[config.mk]
export PLATFORM = sky130hd
export DESIGN_NAME = calculator
export DESIGN_NICKNAME = d
export VERILOG_FILES = /design/src/rtl/calc_pkg.sv /design/src/rtl/calc_alu.sv /design/src/rtl/calculator.sv
export SDC_FILE = /design/constraint.sdc
export NUM_CORES = 1
export LEC_CHECK = 0
export BUFFER_PORTS_ARGS = -buffer_cell sky130_fd_sc_hd__buf_4
export CORE_MARGIN = 2
export CORE_UTILIZATION = 45
export CTS_BUF_LIST = sky130_fd_sc_hd__clkbuf_8
export CTS_CLUSTER_SIZE = 12
export DETAILED_ROUTE_END_ITERATION = 7
export PLACE_DENSITY = 0.64
export RECOVER_POWER = 100
export SYNTH_ARGS = -nofsm -noshare
export SYNTH_HDL_FRONTEND = slang
export SYNTH_SLANG_ARGS = --single-unit
[constraint.sdc]
create_clock -name clock -period 13.5 [get_ports clock]
set_input_delay 1.35 -clock clock [delete_from_list [all_inputs] [get_ports clock]]
set_output_delay 1.35 -clock clock [all_outputs]
set_load 0.05 [all_outputs]
[src/rtl/calc_pkg.sv]
// rtl/calc_pkg.sv - key codes, FSM state and operand types for the keypad calculator
//
// Purpose: shared definitions imported by calc_alu, calculator and the bench.
// Ports:   none (package).
package calc_pkg;

  // keycode[4] set means keycode[3:0] is a hex digit; otherwise it is a command.
  localparam int DIGIT_FLAG_BIT = 4;

  localparam logic [3:0] KEY_BACK = 4'h1;
  localparam logic [3:0] KEY_MULT = 4'h2;
  localparam logic [3:0] KEY_SUBT = 4'h3;
  localparam logic [3:0] KEY_EQLS = 4'h4;
  localparam logic [3:0] KEY_CA   = 4'h9;
  localparam logic [3:0] KEY_ADD  = 4'hA;
  localparam logic [3:0] KEY_CE   = 4'hC;

  typedef enum logic [2:0] {
    IDLE_A,
    ENTER_A,
    OP_WAIT,
    ENTER_B,
    RESULT
  } calc_state_t;

  // Sign-magnitude accumulator value.
  typedef struct packed {
    logic        neg;
    logic [15:0] mag;
  } sm_operand_t;

  function automatic logic is_arith_op(input logic [3:0] code);
    return (code == KEY_ADD) || (code == KEY_SUBT) || (code == KEY_MULT);
  endfunction

endpackage

[src/rtl/calc_alu.sv]
// rtl/calc_alu.sv - combinational add/subtract/multiply on a sign-magnitude accumulator
//
// Purpose: evaluates (a_neg, a_mag) op b and folds the result back to sign-magnitude.
// Ports:
//   op     in  pending operator code (KEY_ADD / KEY_SUBT / KEY_MULT)
//   a_neg  in  sign of operand A
//   a_mag  in  magnitude of operand A
//   b      in  unsigned operand B
//   r_neg  out result sign (never set for zero or on overflow)
//   r_mag  out result magnitude (zero on overflow)
//   ovf    out |result| does not fit in 16 bits
module calc_alu
  import calc_pkg::*;
(
  input  logic [3:0]  op,
  input  logic        a_neg,
  input  logic [15:0] a_mag,
  input  logic [15:0] b,
  output logic        r_neg,
  output logic [15:0] r_mag,
  output logic        ovf
);

  // 34 bits holds the worst case, (2^16-1)^2 with sign, without wrapping.
  logic signed [33:0] a_s;
  logic signed [33:0] b_s;
  logic signed [33:0] r_s;
  logic        [33:0] r_abs;

  always_comb begin
    a_s = a_neg ? -$signed({18'd0, a_mag}) : $signed({18'd0, a_mag});
    b_s = $signed({18'd0, b});

    case (op)
      KEY_SUBT: r_s = a_s - b_s;
      KEY_MULT: r_s = a_s * b_s;
      default:  r_s = a_s + b_s;
    endcase

    r_abs = r_s[33] ? $unsigned(-r_s) : $unsigned(r_s);
    ovf   = |r_abs[33:16];
    r_mag = ovf ? 16'd0 : r_abs[15:0];
    // A negative result is necessarily nonzero, so zero always comes out positive.
    r_neg = !ovf && r_s[33];
  end

endmodule

[src/rtl/calculator.sv]
// rtl/calculator.sv - keypad-driven 16-bit hex four-function calculator
//
// Purpose: decodes key strobes, accumulates hex entry and applies chained
//          add/subtract/multiply on a sign-magnitude accumulator.
// Ports:
//   clock    in  rising-edge clock
//   reset    in  synchronous active-high clear
//   newkey   in  single-cycle key strobe
//   keycode  in  [4]=digit flag, [3:0]=digit or command code
//   value    out displayed magnitude (registered)
//   sign     out displayed value is negative (registered)
//   ovw      out sticky overflow flag
module calculator
  import calc_pkg::*;
(
  input  logic        clock,
  input  logic        reset,
  input  logic        newkey,
  input  logic [4:0]  keycode,
  output logic [15:0] value,
  output logic        sign,
  output logic        ovw
);

  calc_state_t state, state_nxt;
  sm_operand_t acc, acc_nxt;
  logic [15:0] entry, entry_nxt;
  logic [3:0]  op, op_nxt;
  logic        ovw_nxt;

  logic        alu_neg;
  logic [15:0] alu_mag;
  logic        alu_ovf;

  logic        is_digit;
  logic [3:0]  code;
  logic        clear_all;

  assign is_digit  = keycode[DIGIT_FLAG_BIT];
  assign code      = keycode[3:0];
  assign clear_all = reset || (newkey && !is_digit && (code == KEY_CA));

  calc_alu u_alu (
    .op    (op),
    .a_neg (acc.neg),
    .a_mag (acc.mag),
    .b     (entry),
    .r_neg (alu_neg),
    .r_mag (alu_mag),
    .ovf   (alu_ovf)
  );

  always_comb begin
    state_nxt = state;
    acc_nxt   = acc;
    entry_nxt = entry;
    op_nxt    = op;
    ovw_nxt   = ovw;

    if (newkey) begin
      if (is_digit) begin
        case (state)
          IDLE_A, RESULT: begin
            entry_nxt = {12'd0, code};
            state_nxt = ENTER_A;
          end
          OP_WAIT: begin
            entry_nxt = {12'd0, code};
            state_nxt = ENTER_B;
          end
          default: begin
            // A full four-digit entry refuses further digits rather than wrapping.
            if (entry[15:12] == 4'd0) entry_nxt = {entry[11:0], code};
          end
        endcase
      end else if (code == KEY_BACK) begin
        if (state == ENTER_A || state == ENTER_B) entry_nxt = entry >> 4;
      end else if (code == KEY_CE) begin
        entry_nxt = 16'd0;
        if (state == ENTER_B) state_nxt = OP_WAIT;
      end else if (is_arith_op(code)) begin
        if (state == ENTER_A) begin
          acc_nxt.mag = entry;
          acc_nxt.neg = 1'b0;
        end else if (state == ENTER_B) begin
          // Chaining: the previous operator is resolved before the new one is latched.
          acc_nxt.mag = alu_mag;
          acc_nxt.neg = alu_neg;
          if (alu_ovf) ovw_nxt = 1'b1;
        end
        op_nxt    = code;
        state_nxt = OP_WAIT;
        // OP_WAIT always holds a zero entry so EQLS with nothing typed uses B = 0.
        entry_nxt = 16'd0;
      end else if (code == KEY_EQLS) begin
        if (state == ENTER_B || state == OP_WAIT) begin
          acc_nxt.mag = alu_mag;
          acc_nxt.neg = alu_neg;
          if (alu_ovf) ovw_nxt = 1'b1;
          state_nxt = RESULT;
          entry_nxt = 16'd0;
        end
      end
    end
  end

  always_ff @(posedge clock) begin
    if (clear_all) begin
      state <= IDLE_A;
      acc   <= '0;
      entry <= 16'd0;
      op    <= KEY_ADD;
      ovw   <= 1'b0;
      value <= 16'd0;
      sign  <= 1'b0;
    end else begin
      state <= state_nxt;
      acc   <= acc_nxt;
      entry <= entry_nxt;
      op    <= op_nxt;
      ovw   <= ovw_nxt;
      // Display is registered from next-state values so it is valid right after the key edge.
      if (state_nxt == ENTER_A || state_nxt == ENTER_B) begin
        value <= entry_nxt;
        sign  <= 1'b0;
      end else begin
        value <= acc_nxt.mag;
        sign  <= acc_nxt.neg;
      end
    end
  end

endmodule

# After elaboration in Yosys (flattened, before gate mapping)
# Index checks and enable logic that the tools add are counted.
dict set report totals {
  register_bits 58
  in_bits 8
  output_inout_bits 18
  word_cells 93
}
dict set report op_classes {
  n_addsub 4
  multipliers 1
  eq_ne 17
  n_mux 39
  bitwise_logic 3
  n_reduce_logical 21
}
# operator n
set op_table {}
lappend op_table {{2-to-1 mux 16 bit} 12}
lappend op_table {{2-to-1 mux 17 bit} 9}
lappend op_table {{2-to-1 mux 34 bit} 2}
lappend op_table {{case mux 34 bit (2 select lines)} 1}
lappend op_table {{adder 34 x 17 -> 34 bit} 1}
lappend op_table {{multiplier 34 x 17 -> 34 bit} 1}
lappend op_table {{negation 16 -> 34 bit} 1}
lappend op_table {{negation 34 bit} 1}
lappend op_table {{subtractor 34 x 17 -> 34 bit} 1}
lappend op_table {{2-to-1 mux 3 bit} 8}
lappend op_table {{OR reduction 18 bit} 1}
lappend op_table {{equality test 4 x 2 -> 1 bit (second input constant)} 4}
lappend op_table {{equality test 4 bit (second input constant)} 3}
lappend op_table {{equality test 3 x 2 -> 1 bit (second input constant)} 3}
lappend op_table {{AND reduction 8 bit} 1}
lappend op_table {{equality test 3 x 1 -> 1 bit (second input constant)} 2}
lappend op_table {{logical OR 1 bit} 6}
lappend op_table {{2-to-1 mux 1 bit} 6}
lappend op_table {{case mux 3 bit (2 select lines)} 1}
lappend op_table {{AND reduction 5 bit} 1}
lappend op_table {{equality test 4 x 1 -> 1 bit (second input constant)} 1}
lappend op_table {{equality test 4 x 3 -> 1 bit (second input constant)} 1}
lappend op_table {{zero test 4 bit} 1}
lappend op_table {{!= test 2 bit (second input constant)} 2}
lappend op_table {{8 further kinds} 15}

# Depth between registers and ports, before layout
dict set report depth {
  ltp_word 17
  depth_mapped 40
  ltp_nobuf 35
}

# Modules after synthesis
# Synthesis repeated with hierarchy kept, for this count alone.
dict set report hier_totals {
  hier_cells 2530
  hier_area_um2 20312.0
}
# mod n_inst cells_each area_each_um2 seq_area_each_um2
set by_module_without_submodules {}
lappend by_module_without_submodules {calc_alu 1 2217 17510.5 0.0}
lappend by_module_without_submodules {calculator 1 313 2801.4 1161.1}

# Least setup slack after synthesis
# Ideal clock, no wire load.
dict set report synth_timing {
  kind {reg-to-reg}
  startpoint {register acc[9] (netlist bit)}
  endpoint {register value[1]}
  setup_time_ns 0.059
  arrival_time_ns 9.755
  slack_ns 3.686
  path_stages_with_launch 37
  cell_sequence {dfxtp_1 > or4_4 > or4_1 > clkbuf_1 > clkbuf_1 > nor2_1 > ha_1 > nand2_1 > o21a_1 > clkinv_1 > nand2_1 > fa_1 > fa_1 > fa_1 > inv_1 > fa_1 > fa_1 > fa_1 > ha_1 > clkbuf_1 > nand4_1 > or3_1 > or4_1 > o211ai_1 > a21oi_1 > nor2_1 > o211ai_1 > or2_1 > clkbuf_1 > or2_2 > and3_1 > or4_1 > nor4_4 > buf_4 > nand2_1 > o31ai_1 > o211a_1}
}
dict set report synth_via {
  elab_chain_len 16
  word_cells_on_any_way 20
  cone_classes {add/sub (4); mul (1); mux (14); reduce/logical (1)}
}
# element line_no
set synth_lines {}
lappend synth_lines {{start, declared} calculator.sv:26} ;# sm_operand_t acc, acc_nxt;
lappend synth_lines {{start signal, assigned} calculator.sv:118} ;# acc <= acc_nxt;
lappend synth_lines {{negation 16 -> 34 bit} calc_alu.sv:31} ;# a_s = a_neg ? -$signed({18'd0, a_mag}) : $signed({18'd0, a_mag});
lappend synth_lines {{2-to-1 mux 34 bit *} calc_alu.sv:31}
lappend synth_lines {{multiplier 34 x 17 -> 34 bit (tied with other cells)} calc_alu.sv:36} ;# KEY_MULT: r_s = a_s * b_s;
lappend synth_lines {{case mux 34 bit (2 select lines) *} calc_alu.sv:34} ;# case (op)
lappend synth_lines {{negation 34 bit} calc_alu.sv:40} ;# r_abs = r_s[33] ? $unsigned(-r_s) : $unsigned(r_s);
lappend synth_lines {{2-to-1 mux 34 bit *} calc_alu.sv:40}
lappend synth_lines {{OR reduction 18 bit} calc_alu.sv:41} ;# ovf = |r_abs[33:16];
lappend synth_lines {{2-to-1 mux 16 bit *} calc_alu.sv:42} ;# r_mag = ovf ? 16'd0 : r_abs[15:0];
lappend synth_lines {{2-to-1 mux 17 bit (on tied branches)} {calculator.sv:96, calculator.sv:85}}
lappend synth_lines {{2-to-1 mux 17 bit (on tied branches)} {calculator.sv:95, calculator.sv:82}}
lappend synth_lines {{2-to-1 mux 17 bit *} calculator.sv:81} ;# end else if (is_arith_op(code)) begin
lappend synth_lines {{2-to-1 mux 17 bit *} calculator.sv:78} ;# end else if (code == KEY_CE) begin
lappend synth_lines {{2-to-1 mux 17 bit *} calculator.sv:76} ;# end else if (code == KEY_BACK) begin
lappend synth_lines {{2-to-1 mux 17 bit *} calculator.sv:61} ;# if (is_digit) begin
lappend synth_lines {{2-to-1 mux 17 bit *} calculator.sv:60} ;# if (newkey) begin
lappend synth_lines {{2-to-1 mux 16 bit *} calculator.sv:123} ;# if (state_nxt == ENTER_A || state_nxt == ENTER_B) begin
lappend synth_lines {{end signal, assigned} calculator.sv:124} ;# value <= entry_nxt;
lappend synth_lines {{end signal, assigned} calculator.sv:127} ;# value <= acc_nxt.mag;
lappend synth_lines {{end, declared} calculator.sv:20} ;# output logic [15:0] value,
# Mark *: on every way between the ends. The rest lies on a longest branch, timed or not.
# A chain may end at the register's enable or synchronous reset.

# Worst setup path after layout
dict set report layout_timing {
  startpoint {register acc[9] (netlist bit)}
  endpoint {register value[0]}
}
# Same word-level chain as after synthesis.

==> results.txt <==
Top Family by Delay on Critical Path -> simple AND/OR/NAND/NOR gates
Rel. slew slack -> -53.36%
Clock Path Buffers -> 2
Clk_lat worst skew -> 0.34 ns
Most frequent cell after synthesis -> inv_1
Achievable frequency -> 0.08234 GHz
Violated checks -> capacitance limit, slew limit
Worst Setup Start Kind -> flop
Die Wd -> 216.2 um
Area contributors post-synth -> fa_1 33%, inv_1 8.3%, ha_1 7.6%, nand2_1 6.4%, dfxtp_1 5.7%
Root buf cell -> clkbuf_8
Max-slew violations -> 57
Pleak -> 9.979 nW
Tightest Pin Transition -> 2.300 ns
Overflow after GRT -> 0
Pre-CTS setup slack -> 2.127 ns
Initial Util -> 45.71%
Vias/cell -> 5.869
Num rows -> 77
CTS buffer count -> 9
CP dominant cell by count -> fa_1
Fin Setup TNS -> 0 ns
Iteration-0 DRC count of the detailed router -> 1638
Multiplexer share of the synthesized area -> 1.254%
Hold buffers post-CTS -> 0
Inserted Diodes -> 0
Fill count -> 4396
TritonRoute pass-1 iters -> 6
CP bufs+invs -> 5
Post-layout util -> 47.50%
Final setup vio count -> 0
Post-Syn Area per Cell -> 7.870 um^2
Hold slack -> 0.4836 ns
Worst-path clk slew -> 0.07 ns
Maximum VDD drop -> 0.06478 mV
Worst hold path type -> flop to flop
Psw -> 302.5 uW
Hpwl dp -> 49440 um
Critical Path Max Stage Delay -> 1.29 ns
PwrDens -> 32.48 nW/um^2
Post-Syn Area -> 20260 um^2
Arr. time, crit path -> 12.40 ns
Most frequent cells after synthesis -> 450 x inv_1, 346 x nand2_1, 333 x fa_1
Worst Setup Slack, final -> 1.355 ns
Post-layout nets -> 2966
Routability Congestion -> 0.9596
Register area share after synthesis -> 5.732%
Cells after Synth -> 2574
Status -> finished, violations left
Via count -> 18180
Post-synthesis adder-cell area fraction -> 40.50%
WL final -> 65400 um
H-tree levels -> 3
Design area -> 21050 um^2
Drc violations -> 0
Antenna violations before repair -> 2
XOR/XNOR Fraction of Synth Area -> 4.935%
GRT Util Overall -> 28.45%
Slowest cell on the critical path -> nor4_2
Cells after DPL -> 3083
Die ar. -> 46730 um^2
Comb pwr share -> 49.5%
Postcts setup bufs -> 0
Layout cells sized above 1 -> 3.551%
Largest family of logic cells by synthesized area -> adder cells
Number of flops mapped to enable cells by yosys -> 0
Core area -> 44320 um^2
RSZ-0062 raised after global routing -> no
Post-Syn Nets -> 3038
CTS sink count -> 58
Ys async rst share -> 0%
Sequential Area -> 1161 um^2
TritonCTS clock tree -> yes
Max FO, Critical Path -> 18
Vias in the first global route -> 18450
Crit path capture type -> flop
First-pass GRT wire length -> 104000 um
#FFs+latches synth -> 58
Main synth FF type -> dfxtp_1
Post-layout min period -> 12.14 ns
Area post-placement -> 20950 um^2
Post-DR wirelength/cell -> 21.11 um
Port bufs -> 25
Tcrit/Tclk final -> 89.96%
Netlist cell types -> 87
Reg power frac -> 25.9%
Ys Warns -> 0
Worst EP required -> 13.76 ns
Clock skew -> 0.01135 ns
Final Hold Viols -> 0
Clock share of power -> 24.6%
Area of the multi-input gates -> 16820 um^2
P_int -> 381.2 uW
Fraction of the mapped netlist area in compound gates -> 15.83%
Max_cap viols -> 2
IO Count -> 26
Net Sw Frac -> 44.24%
Area delta synth->final -> 3.916%
Synth top area share -> 32.91%
Resized cells post-CTS -> 0
Final cell count without fillers -> 3098
Die Y -> 216.2 um
Antenna-violating nets left -> 0
WS Path Type -> flop to flop
Area leader, netlist -> fa_1
Largest net degree at the start of global routing -> 49
Final Power -> 683.8 uW
Post-Synth Simple-Gate Area -> 20.49%
## placed cells by master (no fill, tap or decap), types with 32 or more instances in the layout
cell	n
ha_1	123
dfxtp_1	58
xor2_1	35
nand2_1	346
nand3_1	32
and2_1	141
xnor2_1	74
nor2_1	132
inv_1	450
fa_1	333
buf_4	47
a21o_1	32
a21oi_1	112
o21ai_0	65
## state kept, by name, summed over array words and instances, names as in the netlist
signal,flops
op,4
sign,1
ovw,1
value,16
entry,16
acc,17
state,3
## cells by family (layout without fill, tap and decap cells)
group | after synthesis | after routing
AOI/OAI and AO/OA | 469 | 469
xor gates and xnor gates | 111 | 111
adders and majority gates | 456 | 456
buffers and inverters | 603 | 535
DFF | 58 | 58
muxes | 25 | 25
and+or+nand+nor | 852 | 852
## power groups by stage
stage / Sequential [mW] / Combinational, mW / Clock, mW
2_1_floorplan: 0.187 / 0.240 / 0
3_3_place_gp: 0.181 / 0.333 / 0
3_5_place_dp: 0.181 / 0.332 / 0
4_1_cts: 0.177 / 0.334 / 0.168
5_1_grt: 0.177 / 0.367 / 0.177
6_report: 0.177 / 0.339 / 0.168
## final timing paths
kind	startpoint	end	slack [ns]	cells past startpoint
hold reg to reg	ovw	ovw	0.48	2
setup reg to reg	acc[9]	value[0]	1.36	33
setup / recovery	acc[9]	value[0]	1.36	33
hold / removal	ovw	ovw	0.48	2
## worst reg2reg max path: cells and delay by family, from the launching register on
kind	cells	cell delay, ns
AOI/OAI and AO/OA	8	2.15
adders and majority gates	8	3.56
DFF	1	0.37
buffers and inverters	5	0.92
xor gates and xnor gates	1	0.23
and+or+nand+nor	11	4.80
## cell type report
cell class | count | area share (%)
Multi-Input combinational cell | 1913 | 79.89
Clock inverter | 4 | 0.2437
Sequential cell | 58 | 5.516
Timing Repair Buffer | 68 | 2.051
Tap cell | 592 | 3.519
Inverter | 452 | 8.059
Clock buffer | 11 | 0.7192
## metal layers
layer,vias up,part of all wire [%],GRT usage (%),wire (um)
met3,168,8.2,3.719,5370
met2,806,45,45.02,29170
met4,0,4.2,10.39,2720
li1,8156,-,-,-
met5,-,0,0,0
met1,9051,43,39.93,28140
Note: power is estimated with default switching activity, not from simulation.
